<file path="src/rtl/nios2_qsys_oci_dct_pkg.sv">
// Shared sizing and FSM encoding for the OCI data-trace packer.
package nios2_qsys_oci_dct_pkg;
  localparam int CODE_W  = 3;
  localparam int SLOTS   = 10;
  localparam int FRAME_W = CODE_W * SLOTS;
  localparam int CNT_W   = 4;

  localparam logic [CNT_W-1:0] SLOTS_CNT = CNT_W'(SLOTS);

  typedef enum logic [1:0] {
    RUN   = 2'd0,
    DRAIN = 2'd1,
    WAIT  = 2'd2,
    ENDED = 2'd3
  } dct_state_e;
endpackage

</file>
<file path="src/rtl/nios2_qsys_oci_dct_packer_if.sv">
// Frame hand-off bus from the packer to the trace FIFO (valid/ready).
interface nios2_qsys_oci_dct_packer_if;
  import nios2_qsys_oci_dct_pkg::*;

  logic               frame_valid;
  logic               frame_ready;
  logic [FRAME_W-1:0] frame_data;
  logic [CNT_W-1:0]   frame_count;

  modport master (output frame_valid, frame_data, frame_count, input frame_ready);
  modport slave  (input frame_valid, frame_data, frame_count, output frame_ready);
endinterface

</file>
<file path="src/rtl/nios2_qsys_oci_dct_frame_reg.sv">
// Single-entry output frame register; flags a stall when a load meets a full,
// unaccepted slot and keeps the sticky overflow flag.
module nios2_qsys_oci_dct_frame_reg
  import nios2_qsys_oci_dct_pkg::*;
(
  input  logic               clk,
  input  logic               reset_n,
  input  logic               load_i,
  input  logic [FRAME_W-1:0] data_i,
  input  logic [CNT_W-1:0]   count_i,
  input  logic               drop_i,
  input  logic               ovf_clr_i,
  output logic               can_load_o,
  output logic               overflow_o,
  nios2_qsys_oci_dct_packer_if.master fo
);
  logic               fv_q, fv_d;
  logic [FRAME_W-1:0] data_q, data_d;
  logic [CNT_W-1:0]   cnt_q, cnt_d;
  logic               ovf_q, ovf_d;
  logic               stall;

  assign can_load_o = !fv_q || fo.frame_ready;
  assign stall      = load_i && !can_load_o;

  always_comb begin
    fv_d   = fv_q;
    data_d = data_q;
    cnt_d  = cnt_q;
    if (load_i && can_load_o) begin
      fv_d   = 1'b1;
      data_d = data_i;
      cnt_d  = count_i;
    end else if (fv_q && fo.frame_ready) begin
      fv_d = 1'b0;
    end
    // Setting wins over a simultaneous clear.
    if (stall || drop_i)  ovf_d = 1'b1;
    else if (ovf_clr_i)   ovf_d = 1'b0;
    else                  ovf_d = ovf_q;
  end

  always_ff @(posedge clk or negedge reset_n) begin
    if (!reset_n) begin
      fv_q   <= 1'b0;
      data_q <= '0;
      cnt_q  <= '0;
      ovf_q  <= 1'b0;
    end else begin
      fv_q   <= fv_d;
      data_q <= data_d;
      cnt_q  <= cnt_d;
      ovf_q  <= ovf_d;
    end
  end

  assign fo.frame_valid = fv_q;
  assign fo.frame_data  = data_q;
  assign fo.frame_count = cnt_q;
  assign overflow_o     = ovf_q;
endmodule

</file>
<file path="src/rtl/nios2_qsys_oci_dct_packer.sv">
// Packs 3-bit DCT codes into 30-bit frames and sequences the end-of-test
// drain that the simulation monitor waits on.
module nios2_qsys_oci_dct_packer
  import nios2_qsys_oci_dct_pkg::*;
(
  input  logic               clk,
  input  logic               reset_n,
  input  logic               trc_on,
  input  logic               code_valid,
  input  logic [CODE_W-1:0]  code,
  input  logic               flush,
  input  logic               end_req,
  input  logic               overflow_clr,
  nios2_qsys_oci_dct_packer_if.master frame_if,
  output logic [FRAME_W-1:0] dct_buffer,
  output logic [CNT_W-1:0]   dct_count,
  output logic               overflow,
  output logic               test_ending,
  output logic               test_has_ended
);
  dct_state_e         state_q, state_d;
  logic [FRAME_W-1:0] buf_q, buf_d, nb, em_buf;
  logic [CNT_W-1:0]   cnt_q, cnt_d, nc, em_cnt;
  logic               flush_q, flush_d;
  logic               te_q, te_d;
  logic               acc_ok, drop_st, flush_pend, drain, emit, can_load;

  assign acc_ok     = code_valid && trc_on && (state_q == RUN);
  assign drop_st    = code_valid && trc_on && (state_q != RUN);
  assign flush_pend = flush || flush_q;
  assign drain      = (state_q == DRAIN);
  assign nb         = {buf_q[FRAME_W-CODE_W-1:0], code};
  assign nc         = cnt_q + CNT_W'(1);

  // Packer next state; a stalled emit freezes the packer and keeps any flush.
  always_comb begin
    buf_d   = buf_q;
    cnt_d   = cnt_q;
    flush_d = 1'b0;
    emit    = 1'b0;
    em_buf  = buf_q;
    em_cnt  = cnt_q;
    if (cnt_q == SLOTS_CNT) begin
      emit = 1'b1;
      if (can_load) begin
        buf_d = acc_ok ? {{(FRAME_W-CODE_W){1'b0}}, code} : '0;
        cnt_d = acc_ok ? CNT_W'(1) : '0;
      end else begin
        flush_d = flush_pend;
      end
    end else if (acc_ok) begin
      emit   = (nc == SLOTS_CNT) || flush_pend;
      em_buf = nb;
      em_cnt = nc;
      if (!emit) begin
        buf_d = nb;
        cnt_d = nc;
      end else if (can_load) begin
        buf_d = '0;
        cnt_d = '0;
      end else begin
        // The code that completes a frame is kept; it then waits as a full packer.
        if (nc == SLOTS_CNT) begin
          buf_d = nb;
          cnt_d = nc;
        end
        flush_d = flush_pend;
      end
    end else begin
      emit = (flush_pend || drain) && (cnt_q != '0);
      if (emit && can_load) begin
        buf_d = '0;
        cnt_d = '0;
      end else if (emit) begin
        flush_d = flush_pend;
      end
    end
  end

  always_comb begin
    state_d = state_q;
    te_d    = 1'b0;
    unique case (state_q)
      RUN:   if (end_req) state_d = DRAIN;
      DRAIN: if ((cnt_q == '0) || (emit && can_load)) begin
               state_d = WAIT;
               te_d    = 1'b1;
             end
      WAIT:  if (!frame_if.frame_valid || frame_if.frame_ready) state_d = ENDED;
      ENDED: state_d = ENDED;
      default: state_d = RUN;
    endcase
  end

  always_ff @(posedge clk or negedge reset_n) begin
    if (!reset_n) begin
      state_q <= RUN;
      buf_q   <= '0;
      cnt_q   <= '0;
      flush_q <= 1'b0;
      te_q    <= 1'b0;
    end else begin
      state_q <= state_d;
      buf_q   <= buf_d;
      cnt_q   <= cnt_d;
      flush_q <= flush_d;
      te_q    <= te_d;
    end
  end

  nios2_qsys_oci_dct_frame_reg u_frame_reg (
    .clk        (clk),
    .reset_n    (reset_n),
    .load_i     (emit),
    .data_i     (em_buf),
    .count_i    (em_cnt),
    .drop_i     (drop_st),
    .ovf_clr_i  (overflow_clr),
    .can_load_o (can_load),
    .overflow_o (overflow),
    .fo         (frame_if)
  );

  assign dct_buffer     = buf_q;
  assign dct_count      = cnt_q;
  assign test_ending    = te_q;
  assign test_has_ended = (state_q == ENDED);
endmodule

</file>
<file path="src/flat_wrapper.sv">
// flat-port wrapper written by rule: the top's interface ports become plain ports
module nios2_qsys_oci_dct_packer_flat import nios2_qsys_oci_dct_pkg::*;
  (clk, reset_n, trc_on, code_valid, code, flush, end_req, overflow_clr, dct_buffer, dct_count, overflow, test_ending, test_has_ended, frame_if_frame_valid, frame_if_frame_data, frame_if_frame_count, frame_if_frame_ready);
  nios2_qsys_oci_dct_packer_if frame_if_i ();
  input  logic clk;
  input  logic reset_n;
  input  logic trc_on;
  input  logic code_valid;
  input  logic [CODE_W-1:0] code;
  input  logic flush;
  input  logic end_req;
  input  logic overflow_clr;
  output logic [FRAME_W-1:0] dct_buffer;
  output logic [CNT_W-1:0] dct_count;
  output logic overflow;
  output logic test_ending;
  output logic test_has_ended;
  output wire logic [$bits(frame_if_i.frame_valid)-1:0] frame_if_frame_valid;
  output wire logic [$bits(frame_if_i.frame_data)-1:0] frame_if_frame_data;
  output wire logic [$bits(frame_if_i.frame_count)-1:0] frame_if_frame_count;
  input wire logic [$bits(frame_if_i.frame_ready)-1:0] frame_if_frame_ready;
  assign frame_if_frame_valid = frame_if_i.frame_valid;
  assign frame_if_frame_data = frame_if_i.frame_data;
  assign frame_if_frame_count = frame_if_i.frame_count;
  assign frame_if_i.frame_ready = frame_if_frame_ready;
  nios2_qsys_oci_dct_packer u_core (.clk(clk), .reset_n(reset_n), .trc_on(trc_on), .code_valid(code_valid), .code(code), .flush(flush), .end_req(end_req), .overflow_clr(overflow_clr), .frame_if(frame_if_i), .dct_buffer(dct_buffer), .dct_count(dct_count), .overflow(overflow), .test_ending(test_ending), .test_has_ended(test_has_ended));
endmodule
</file>
<file path="config.mk">
export PLATFORM = sky130hd
export DESIGN_NAME = nios2_qsys_oci_dct_packer_flat
export DESIGN_NICKNAME = d
export VERILOG_FILES = /design/src/rtl/nios2_qsys_oci_dct_pkg.sv /design/src/rtl/nios2_qsys_oci_dct_packer_if.sv /design/src/rtl/nios2_qsys_oci_dct_frame_reg.sv /design/src/rtl/nios2_qsys_oci_dct_packer.sv /design/src/flat_wrapper.sv
export SDC_FILE = /design/constraint.sdc
export NUM_CORES = 1
export LEC_CHECK = 0
export CAP_MARGIN = 20
export CORE_MARGIN = 3
export CORE_UTILIZATION = 45
export CTS_CLUSTER_DIAMETER = 80
export CTS_CLUSTER_SIZE = 12
export DETAILED_ROUTE_END_ITERATION = 7
export PLACE_DENSITY = 0.73
export SLEW_MARGIN = 10
export SYNTH_ARGS = -nofsm -noshare
export SYNTH_HDL_FRONTEND = slang
export SYNTH_HIERARCHICAL = 1
export SYNTH_SLANG_ARGS = --single-unit
</file>
<file path="constraint.sdc">
create_clock -name clk -period 2.5 [get_ports clk]
set_clock_uncertainty 0.2 [all_clocks]
set_input_delay 0.5 -clock clk [delete_from_list [all_inputs] [get_ports clk]]
set_output_delay 0.5 -clock clk [all_outputs]
set_load 0.01 [all_outputs]
</file>
* Word-level counts from Yosys, hierarchy flattened
Index checks and enable logic that the tools add are counted.
** Word-level totals
- Word-level logic and storage cells :: 83
- Bits of input ports :: 11
- Register bits after elaboration :: 74
- Output and inout bits :: 72
** Operators by class
- Muxes and demuxes :: 38
- $add $sub $neg :: 1
- Reductions and logical operators :: 25
- Eq/ne operators :: 10
** Operator list (number)
- 30-bit two-way mux :: 9
- 4-bit two-way mux :: 9
- 1-bit two-way mux :: 15
- 4-bit equality test (second input constant) :: 2
- 1-bit logical AND :: 8
- 2-bit case mux with 4 select lines :: 1
- 1-bit logical OR :: 6
- 2-bit two-way mux :: 3
- 3-bit AND reduction :: 2
- 2-bit nonzero test :: 3
- 4-bit by 1-bit adder with 4-bit output (second input constant) :: 1
- 2-bit equality test (second input constant) :: 2
- 4-bit logical NOT :: 1
- 2-bit by 1-bit inequality test with 1-bit output (second input constant) :: 2
- 2-bit inequality test (second input constant) :: 2
- 4-bit inequality test (second input constant) :: 1
- 4-bit nonzero test :: 1
- 3-bit two-way mux :: 1
- 3-bit nonzero test :: 1
- 2-bit by 1-bit equality test with 1-bit output (second input constant) :: 1
- 1-bit logical NOT :: 2
- 2-bit logical NOT :: 1

* Longest topological paths before layout
Gate-level depths: netlist of run 1.
- Depth after elaboration :: 9
- Gate-level depth with buffers :: 10
- Gate-level depth less buffers :: 9

* Modules after synthesis
Netlist of run 1, hierarchy kept.
** Modules (own cells, without submodules)
- nios2_qsys_oci_dct_packer :: times used 1, seq. area each 950.9 um^2, cells each 247, area each 2135.8 um^2
- nios2_qsys_oci_dct_frame_reg :: times used 1, seq. area each 900.9 um^2, cells each 80, area each 1476.4 um^2

* Least setup slack after synthesis of run 1
OpenSTA, ideal clock, no wires.
- Path kind :: register to register
- From :: register u_core.cnt_q[0], in the netlist u_core/dct_count[0]
- To :: register u_core.u_frame_reg.cnt_q[0], in the netlist u_core/u_frame_reg/fo.frame_count[0]
- Path buffers :: 1
- Clock period less this slack :: 2483 ps
- Data arrival time :: 2157 ps
- Cell stages (with the launch flop) :: 10
- Data required time :: 2175 ps
- Setup slack :: 17 ps
- Library setup time :: 125 ps
- Cell sequence :: dfrtp_1 ha_1 and4bb_4 nor3_2 nand2_1 nand2_1 nand3_1 nand2_4 buf_6 mux2_4
** On the way
- Cells in the longest elaborated chain, start to end :: 6
- Elaborated cells on any way between the ends :: 11
- Those cells by class :: 1 x add/sub; 2 x eq/ne; 4 x mux; 4 x reduce/logical
** RTL lines
- start, declared :: RTL line nios2_qsys_oci_dct_packer.sv:23 : logic [CNT_W-1:0] cnt_q, cnt_d, nc, em_cnt;
- start signal, assigned :: RTL line nios2_qsys_oci_dct_packer.sv:105 : cnt_q <= cnt_d;
- 4-bit by 1-bit adder with 4-bit output :: RTL line nios2_qsys_oci_dct_packer.sv:33 : assign nc = cnt_q + CNT_W'(1);
- 4-bit equality test :: RTL line nios2_qsys_oci_dct_packer.sv:52 : emit = (nc == SLOTS_CNT) || flush_pend;
- 1-bit logical OR :: RTL line nios2_qsys_oci_dct_packer.sv:52
- 1-bit two-way mux :: RTL line nios2_qsys_oci_dct_packer.sv:51 : end else if (acc_ok) begin
- 1-bit two-way mux (*) :: RTL line nios2_qsys_oci_dct_packer.sv:43 : if (cnt_q == SLOTS_CNT) begin
- via u_core.emit :: RTL line nios2_qsys_oci_dct_packer.sv:26 : logic acc_ok, drop_st, flush_pend, drain, emit, can_load;
- 1-bit logical AND (*) :: RTL line nios2_qsys_oci_dct_frame_reg.sv:30 : if (load_i && can_load_o) begin
- end signal, assigned :: RTL line nios2_qsys_oci_dct_frame_reg.sv:52 : cnt_q <= cnt_d;
- end, declared :: RTL line nios2_qsys_oci_dct_frame_reg.sv:19 : logic [CNT_W-1:0] cnt_q, cnt_d;
Mark *: on every way through the listed nets, which the timed path passes. The rest lies on a longest branch.
A chain may end at the register's enable or synchronous reset.

* Worst setup path in the final report of run 1
- From :: register u_core.cnt_q[0], in the netlist u_core/dct_count[0]
- To :: register u_core.u_frame_reg.data_q[24], in the netlist u_core/u_frame_reg/fo.frame_data[24]
** On the way
- Cells in the longest elaborated chain, start to end :: 6
- Elaborated cells on any way between the ends :: 10
- Those cells by class :: 1 x add/sub; 2 x eq/ne; 3 x mux; 4 x reduce/logical
** RTL lines
- 4-bit by 1-bit adder with 4-bit output :: RTL line nios2_qsys_oci_dct_packer.sv:33
- 4-bit equality test :: RTL line nios2_qsys_oci_dct_packer.sv:52
- 1-bit logical OR :: RTL line nios2_qsys_oci_dct_packer.sv:52
- 1-bit two-way mux :: RTL line nios2_qsys_oci_dct_packer.sv:51
- 1-bit two-way mux (*) :: RTL line nios2_qsys_oci_dct_packer.sv:43
- via u_core.emit :: RTL line nios2_qsys_oci_dct_packer.sv:26
- 1-bit logical AND (*) :: RTL line nios2_qsys_oci_dct_frame_reg.sv:30
- end signal, assigned :: RTL line nios2_qsys_oci_dct_frame_reg.sv:51 : data_q <= data_d;
- end, declared :: RTL line nios2_qsys_oci_dct_frame_reg.sv:18 : logic [FRAME_W-1:0] data_q, data_d;
Marked as above.

==> flow_metrics.py, run 1 <==
metrics = {
    "outcome": {
        "outcome": "complete, no violations",
    },
    "place": {
        "io_buffers": 82,
        "placement.setup.worst_slack_ns": -0.03609,
        "detailed_place.area_um2": 4717,
        "place.gp.congestion": 0.8021,
        "dp_hpwl_mm": 6.080,
    },
    "final_layout": {
        "sequential_cell_area_um2": 1854,
        "layout.cell_area.non_filler_um2": 5017,
        "filler_instances": 632,
        "drive_gt1_share_pct": 22.45,
        "finalNetCount": 452,
        "syn2layout_area_growth_pct": 38.90,
        "multi_input_gate_area_um2": 1625,
        "fin_util_pct": 64.59,
        "diodes_inserted": 0,
    },
    "setup_path": {
        "worstPathArrival_ns": 2.43,
        "cp.required_ns": 2.53,
        "critPathCaptureType": "flop",
        "worst_setup_path_type": "flop to flop",
        "critPathMaxFanout": 7,
        "setup.worst_path.start_class": "flop",
        "worstRegToRegCells": 9,
    },
    "route": {
        "met2WireLength_mm": 4.311,
        "avgViaCountPerCell": 5.263,
        "drtPass1Iterations": 4,
        "drcViolationCount": 0,
        "highest_layer": "met4",
        "postRouteWirelength_mm": 8.995,
        "antenna_violating_nets_post_route": 0,
        "wirelength_met1_mm": 4.119,
        "route.met3.wl_um": 438,
        "dr.first_iter.drc_count": 153,
        "routed_wire_length_per_instance_um": 16.57,
        "route.vias.total": 2858,
    },
    "timing": {
        "relSlewSlack_pct": 74.99,
        "setup_ws_ns": 0.1016,
        "rsz0062_at_grt": "false",
        "slew_viol_final": 0,
        "worst-slew-pin-transition_ns": 0.3657,
        "timing.final.crit_period_ns": 2.398,
        "report.final.hold_viol_count": 0,
        "setup_viol_count_final": 0,
        "final_min_period_over_clock_period_pct": 95.94,
        "achievable-frequency_mhz": 416.9,
    },
    "global_route": {
        "grt_antenna_before_repair": 0,
        "global_route.overflow_total": 0,
        "grt_util_all_layers_pct": 20.41,
        "pin_count_of_the_biggest_net_entering_global_routing": 75,
        "vias_in_the_first_global_route": 2868,
        "wire_length_of_the_first_global_routing_pass_mm": 14.40,
    },
    "cts": {
        "cts.path.max_buffers": 2,
        "path_clk_slew_ns": 0.08,
        "tritoncts_clock_tree": "done",
        "cts_sinks": 74,
        "tritoncts.num_buffers": 9,
        "cts.root.buffer_cell": "sky130_fd_sc_hd__clkbuf_8",
        "clock_insertion_delay_worst_skew_ns": 0.35,
        "ctsHtreeMaxLevel": 3,
    },
    "logic_synthesis": {
        "synthFlopType": "sky130_fd_sc_hd__dfrtp_1",
        "synth.yosys.warnings": 6,
        "synth-seq-cells": 74,
        "synth_edf_count": 0,
        "yosysSeqAreaShare_pct": 51.26,
        "syn_avg_cell_area_um2": 11.05,
        "synthesis.nets": 342,
        "post_synth_instance_area_um2": 3612,
        "gate_count_of_the_mapped_netlist": 327,
        "synthArstFlopShare_pct": 100.0,
        "synthDistinctLibCells": 42,
    },
    "flow_run": {
        "drv.max_cap_violation_count": 0,
    },
    "power_and_ir_drop": {
        "power_density_nw_per_um2": 477.2,
        "total_power_mw": 2.394,
        "cellLeakagePower_nw": 2.475,
        "peakVddDrop_mv": 0.2433,
    },
    "floorplanning": {
        "io_pins": 83,
        "fp.coreArea_um2": 7767,
        "dieArea_um2": 9138,
        "row_count": 32,
        "die-height_um": 95.60,
        "initial_utilization_pct": 46.50,
        "die_x_um": 95.60,
    },
    "min_path": {
        "worstHoldPathCells": 1,
        "worst_hold_path_type": "flop to flop",
    },
}
## critical path, stage by stage (launching register included)
cell	delay [ns]
sky130_fd_sc_hd__dfrtp_2	0.44
sky130_fd_sc_hd__buf_4	0.16
sky130_fd_sc_hd__and3b_1	0.18
sky130_fd_sc_hd__o2111ai_2	0.26
sky130_fd_sc_hd__nand2_1	0.11
sky130_fd_sc_hd__nand2_1	0.10
sky130_fd_sc_hd__nand3_2	0.11
sky130_fd_sc_hd__nand2_4	0.20
sky130_fd_sc_hd__clkbuf_16	0.20
sky130_fd_sc_hd__mux2_4	0.31
## final timing paths
kind | from | to | slack [ns]
max in group asynchronous | reset_n | u_core/dct_count[1]$_DFFE_PN0P_ | 1.27
hold reg to reg | u_core/u_frame_reg/fo.frame_data[22]$_DFFE_PN0P_ | u_core/u_frame_reg/fo.frame_data[22]$_DFFE_PN0P_ | 0.31
hold / removal | u_core/u_frame_reg/fo.frame_data[22]$_DFFE_PN0P_ | u_core/u_frame_reg/fo.frame_data[22]$_DFFE_PN0P_ | 0.31
setup / recovery | u_core/dct_count[0]$_DFFE_PN0P_ | u_core/u_frame_reg/fo.frame_data[24]$_DFFE_PN0P_ | 0.10
min in group asynchronous | reset_n | u_core/u_frame_reg/fo.frame_data[28]$_DFFE_PN0P_ | 0.49
setup reg to reg | u_core/dct_count[0]$_DFFE_PN0P_ | u_core/u_frame_reg/fo.frame_data[24]$_DFFE_PN0P_ | 0.10
## per-layer routing
metal / vias up / GRT usage (%)
met1: 1403 / 28.32
met5: - / 0
li1: 1357 / -
met3: 13 / 3.710
met4: 0 / 6.635
met2: 85 / 32.37
## Yosys cell counts, drive strengths merged (2+ instances only)
library cell  instances  area, µm²
nor4                  2      12.51
nand2b                2      20.02
a31oi                 2      12.51
dfrtp                74       1852
buf                  12      100.1
nor3                  3      25.02
o21ai                 3      15.01
a221o                 2      20.02
inv                   6      22.52
nor2                 11      41.29
nand2               102      390.4
a21oi                 7      38.79
clkbuf                7      26.28
ha                    4      50.05
a211oi                2      15.01
a22o                 31      271.5
nand3                 6      30.03
and3b                 2      17.52
mux2                 34      495.5
## timing repair
item | CTS | global route
cloned | 0 | 2
setup endpoints to repair | 4 | 34
buffers inserted | 0 | 2
resized for setup | 1 | 5
pin swaps | 0 | 3
hold buffers | 1 | 0
hold endpoints to repair | 74 | 0
## report_power, final
group	internal (mW)	total (mW)	switching (mW)
registers	1.21	1.22	0.0111
logic	0.0924	0.175	0.0823
clock network	0.555	0.999	0.444
## flip-flops by register name, indices dropped and copies added (netlist names)
name and flops:
u_core/dct_count 4, u_core/u_frame_reg/fo.frame_data 30, u_core/u_frame_reg/fo.frame_count 4, u_core/dct_buffer 30
u_core/state_q 2, u_core/flush_q 1, u_core/u_frame_reg/overflow_o 1, u_core/u_frame_reg/fo.frame_valid 1
u_core/test_ending 1
## through the flow
stage / setup TNS (ns) / std cells / hold slack [ns]
global route: 0 / 543 / 0.3206
detailed placement: -0.05082 / 523 / 0.2925
global placement: 0 / 523 / 0.2924
floorplan: 0 / 327 / 0.004409
CTS: 0 / 539 / 0.3105
finish: 0 / 543 / 0.3083
## cell usage in the layout, fill, tap and decap left out, drive strengths merged, types with 3 or more instances in the layout
cell type	Yosys	final
nand3	6	6
clkbuf	7	12
dfrtp	74	74
clkdlybuf4s50	0	81
mux2	34	34
nand2	102	102
o21ai	3	3
a22o	31	31
ha	4	4
nor2	11	11
inv	6	6
buf	12	34
a21oi	7	7
nor3	3	3
## cell type report
cell class / count / area share (%)
sequential: 74 / 36.96
timing repair buffer: 118 / 23.52
clock buffer: 10 / 2.544
inverter: 6 / 0.4489
tap: 102 / 2.544
clock inverter: 5 / 1.596
multi-input combinational: 228 / 32.39
## cells by family (layout without fill, tap and decap cells)
group | Yosys count | count (layout) | synth area share [%]
xor+xnor | 2 | 2 | 0.4850
flops | 74 | 74 | 51.26
mux | 34 | 34 | 13.72
simple gates | 133 | 133 | 16.21
fa+ha+maj | 4 | 4 | 1.386
compound gates | 55 | 55 | 12.82
buf+inv | 25 | 139 | 4.122
No activity file was read; power rests on OpenSTA's default activity.
==> run 2, diff against run 1 <==
--- a/config.mk
+++ b/config.mk
@@ -7,11 +7,11 @@
 export LEC_CHECK = 0
 export CAP_MARGIN = 20
 export CORE_MARGIN = 3
-export CORE_UTILIZATION = 45
+export CORE_UTILIZATION = 40
 export CTS_CLUSTER_DIAMETER = 80
 export CTS_CLUSTER_SIZE = 12
 export DETAILED_ROUTE_END_ITERATION = 7
-export PLACE_DENSITY = 0.73
+export PLACE_DENSITY = 0.66
 export SLEW_MARGIN = 10
 export SYNTH_ARGS = -nofsm -noshare
 export SYNTH_HDL_FRONTEND = slang
==> flow_metrics.py, run 2 (synthesized netlist as in run 1, its figures left out) <==
metrics = {
    "final_layout": {
        "layout.cell_area.non_filler_um2": 5002,
        "diodes_inserted": 0,
        "syn2layout_area_growth_pct": 38.48,
        "fin_util_pct": 57.08,
        "drive_gt1_share_pct": 21.05,
        "finalNetCount": 448,
        "layout_commonest_cell": "sky130_fd_sc_hd__nand2_1",
        "final_cell_mix": "sky130_fd_sc_hd__nand2_1 (101), sky130_fd_sc_hd__clkdlybuf4s50_1 (81), sky130_fd_sc_hd__dfrtp_1 (74)",
    },
    "min_path": {
        "worst_hold_path_type": "flop to flop",
    },
    "flow_run": {
        "drv.max_cap_violation_count": 0,
    },
    "route": {
        "avgViaCountPerCell": 5.255,
        "routed_wire_length_per_instance_um": 16.40,
        "drcViolationCount": 0,
        "postRouteWirelength_mm": 8.938,
        "drtPass1Iterations": 4,
        "route.vias.total": 2864,
        "antenna_violating_nets_post_route": 0,
        "dr.first_iter.drc_count": 91,
    },
    "timing": {
        "slew_viol_final": 0,
        "setup_viol_count_final": 0,
        "relSlewSlack_pct": 66.66,
        "timing.final.crit_period_ns": 2.441,
        "hold_slack_ns": 0.3086,
        "report.final.hold_viol_count": 0,
        "finalSetupTns_ns": 0,
        "worst-slew-pin-transition_ns": 0.5001,
        "final_min_period_over_clock_period_pct": 97.66,
        "setup_ws_ns": 0.05862,
        "achievable-frequency_mhz": 409.6,
        "rsz0062_at_grt": "true",
    },
    "global_route": {
        "grt-busiest-layer": "met2",
        "grt_util_all_layers_pct": 17.49,
        "vias_in_the_first_global_route": 2816,
        "grt_util_met1_pct": 24.71,
        "global_route.overflow_total": 0,
        "global_route.usage.met2_pct": 27.75,
        "grt_use_met3_pct": 3.253,
        "pin_count_of_the_biggest_net_entering_global_routing": 40,
        "wire_length_of_the_first_global_routing_pass_mm": 14.13,
        "grt_antenna_before_repair": 0,
    },
    "setup_path": {
        "critical-path-top-cell-by-count": "sky130_fd_sc_hd__nand2_1",
        "cp_cell_sequence": "inv_1, ha_1, and4bb_4, nor3_4, nand2_1, nand2_1, nand3_2, nand2_8, clkbuf_16, mux2_4",
        "cp.required_ns": 2.53,
        "critPathCaptureType": "flop",
        "critPathSlowestCell": "sky130_fd_sc_hd__dfrtp_1",
        "setup.worst_path.start_class": "flop",
        "crit_buf_inv": 2,
        "critical-path-max-stage-delay_ns": 0.42,
        "critical-path-top-delay-family": "simple AND/OR/NAND/NOR gates",
        "critPathMaxFanout": 7,
        "worstPathArrival_ns": 2.47,
        "worst_setup_path_type": "flop to flop",
    },
    "power_and_ir_drop": {
        "cellLeakagePower_nw": 2.463,
        "power_density_nw_per_um2": 454.6,
        "peakVddDrop_mv": 0.2087,
    },
    "place": {
        "place.gp.congestion": 0.8129,
        "detailed_place.area_um2": 4727,
        "placement.setup.worst_slack_ns": 0.002655,
        "dp_hpwl_mm": 6.132,
        "io_buffers": 82,
    },
    "cts": {
        "cts.root.buffer_cell": "sky130_fd_sc_hd__clkbuf_8",
        "tritoncts_clock_tree": "done",
        "cts.path.max_buffers": 2,
        "tritoncts.num_buffers": 9,
        "clock_insertion_delay_worst_skew_ns": 0.34,
        "path_clk_slew_ns": 0.08,
        "cts_sinks": 74,
        "ctsHtreeMaxLevel": 3,
    },
    "floorplanning": {
        "fp.coreArea_um2": 8763,
        "die-height_um": 101.0,
        "dieArea_um2": 10210,
        "die_x_um": 101.0,
        "initial_utilization_pct": 41.22,
        "row_count": 34,
        "io_pins": 83,
    },
    "outcome": {
        "outcome": "complete, no violations",
    },
}
run 2: worst paths after layout:
check                                                                 startpoint                                                to  slack [ns]  cells past startpoint
worst min-delay path            u_core/u_frame_reg/fo.frame_count[3]$_DFFE_PN0P_  u_core/u_frame_reg/fo.frame_count[3]$_DFFE_PN0P_        0.31                      1
min in group asynchronous                                                reset_n                 u_core/dct_buffer[25]$_DFFE_PN0P_        0.46                      2
worst max register to register                   u_core/dct_count[1]$_DFFE_PN0P_   u_core/u_frame_reg/fo.frame_data[9]$_DFFE_PN0P_        0.06                     10
max in group asynchronous                                                reset_n                 u_core/dct_buffer[20]$_DFFE_PN0P_        1.05                      3
worst min register to register  u_core/u_frame_reg/fo.frame_count[3]$_DFFE_PN0P_  u_core/u_frame_reg/fo.frame_count[3]$_DFFE_PN0P_        0.31                      1
worst max-delay path                             u_core/dct_count[1]$_DFFE_PN0P_   u_core/u_frame_reg/fo.frame_data[9]$_DFFE_PN0P_        0.06                     10
run 2: area by class of cell:
type,instances,area (µm²)
sequential,74,1852
fill,765,3761
tap,108,135.1
timing repair buffer,114,1175
multi-input combinational,228,1634
clock buffer,10,127.6
inverter,6,22.52
clock inverter,5,56.30
run 2: stage by stage:
| step | total power, mW | instances |
|---|---|---|
| global placement | 1.408 | 526 |
| global route | 2.356 | 545 |
| CTS | 2.293 | 542 |
| detailed placement | 1.409 | 526 |
| floorplan | 1.310 | 327 |
| finish | 2.274 | 545 |
run 2: timing repair:
item,in CTS,in global routing
buffers inserted,0,1
endpoints found under the hold margin,35,0
endpoints found under the setup margin,0,33
hold buffers,1,0
resized for setup,0,4
run 2: metal layers:
metal  part of all wire, %  vias up
met1                    46     1432
met5                     0        -
li1                      -     1342
met4                  0.73        0
met3                   5.4        5
met2                    48       85
run 2: where the power goes:
group,internal (mW),switching (mW)
Clock,0.454,0.425
Sequential,1.21,0.00965
Combinational,0.0914,0.0848
==> run 3, diff against run 2 <==
--- a/config.mk
+++ b/config.mk
@@ -5,6 +5,7 @@
 export SDC_FILE = /design/constraint.sdc
 export NUM_CORES = 1
 export LEC_CHECK = 0
+export ABC_CLOCK_PERIOD_IN_PS = 2500
 export CAP_MARGIN = 20
 export CORE_MARGIN = 3
 export CORE_UTILIZATION = 40
==> results of run 3 <==
Same layout as run 2: the final DEF is identical, and so are final timing and power.
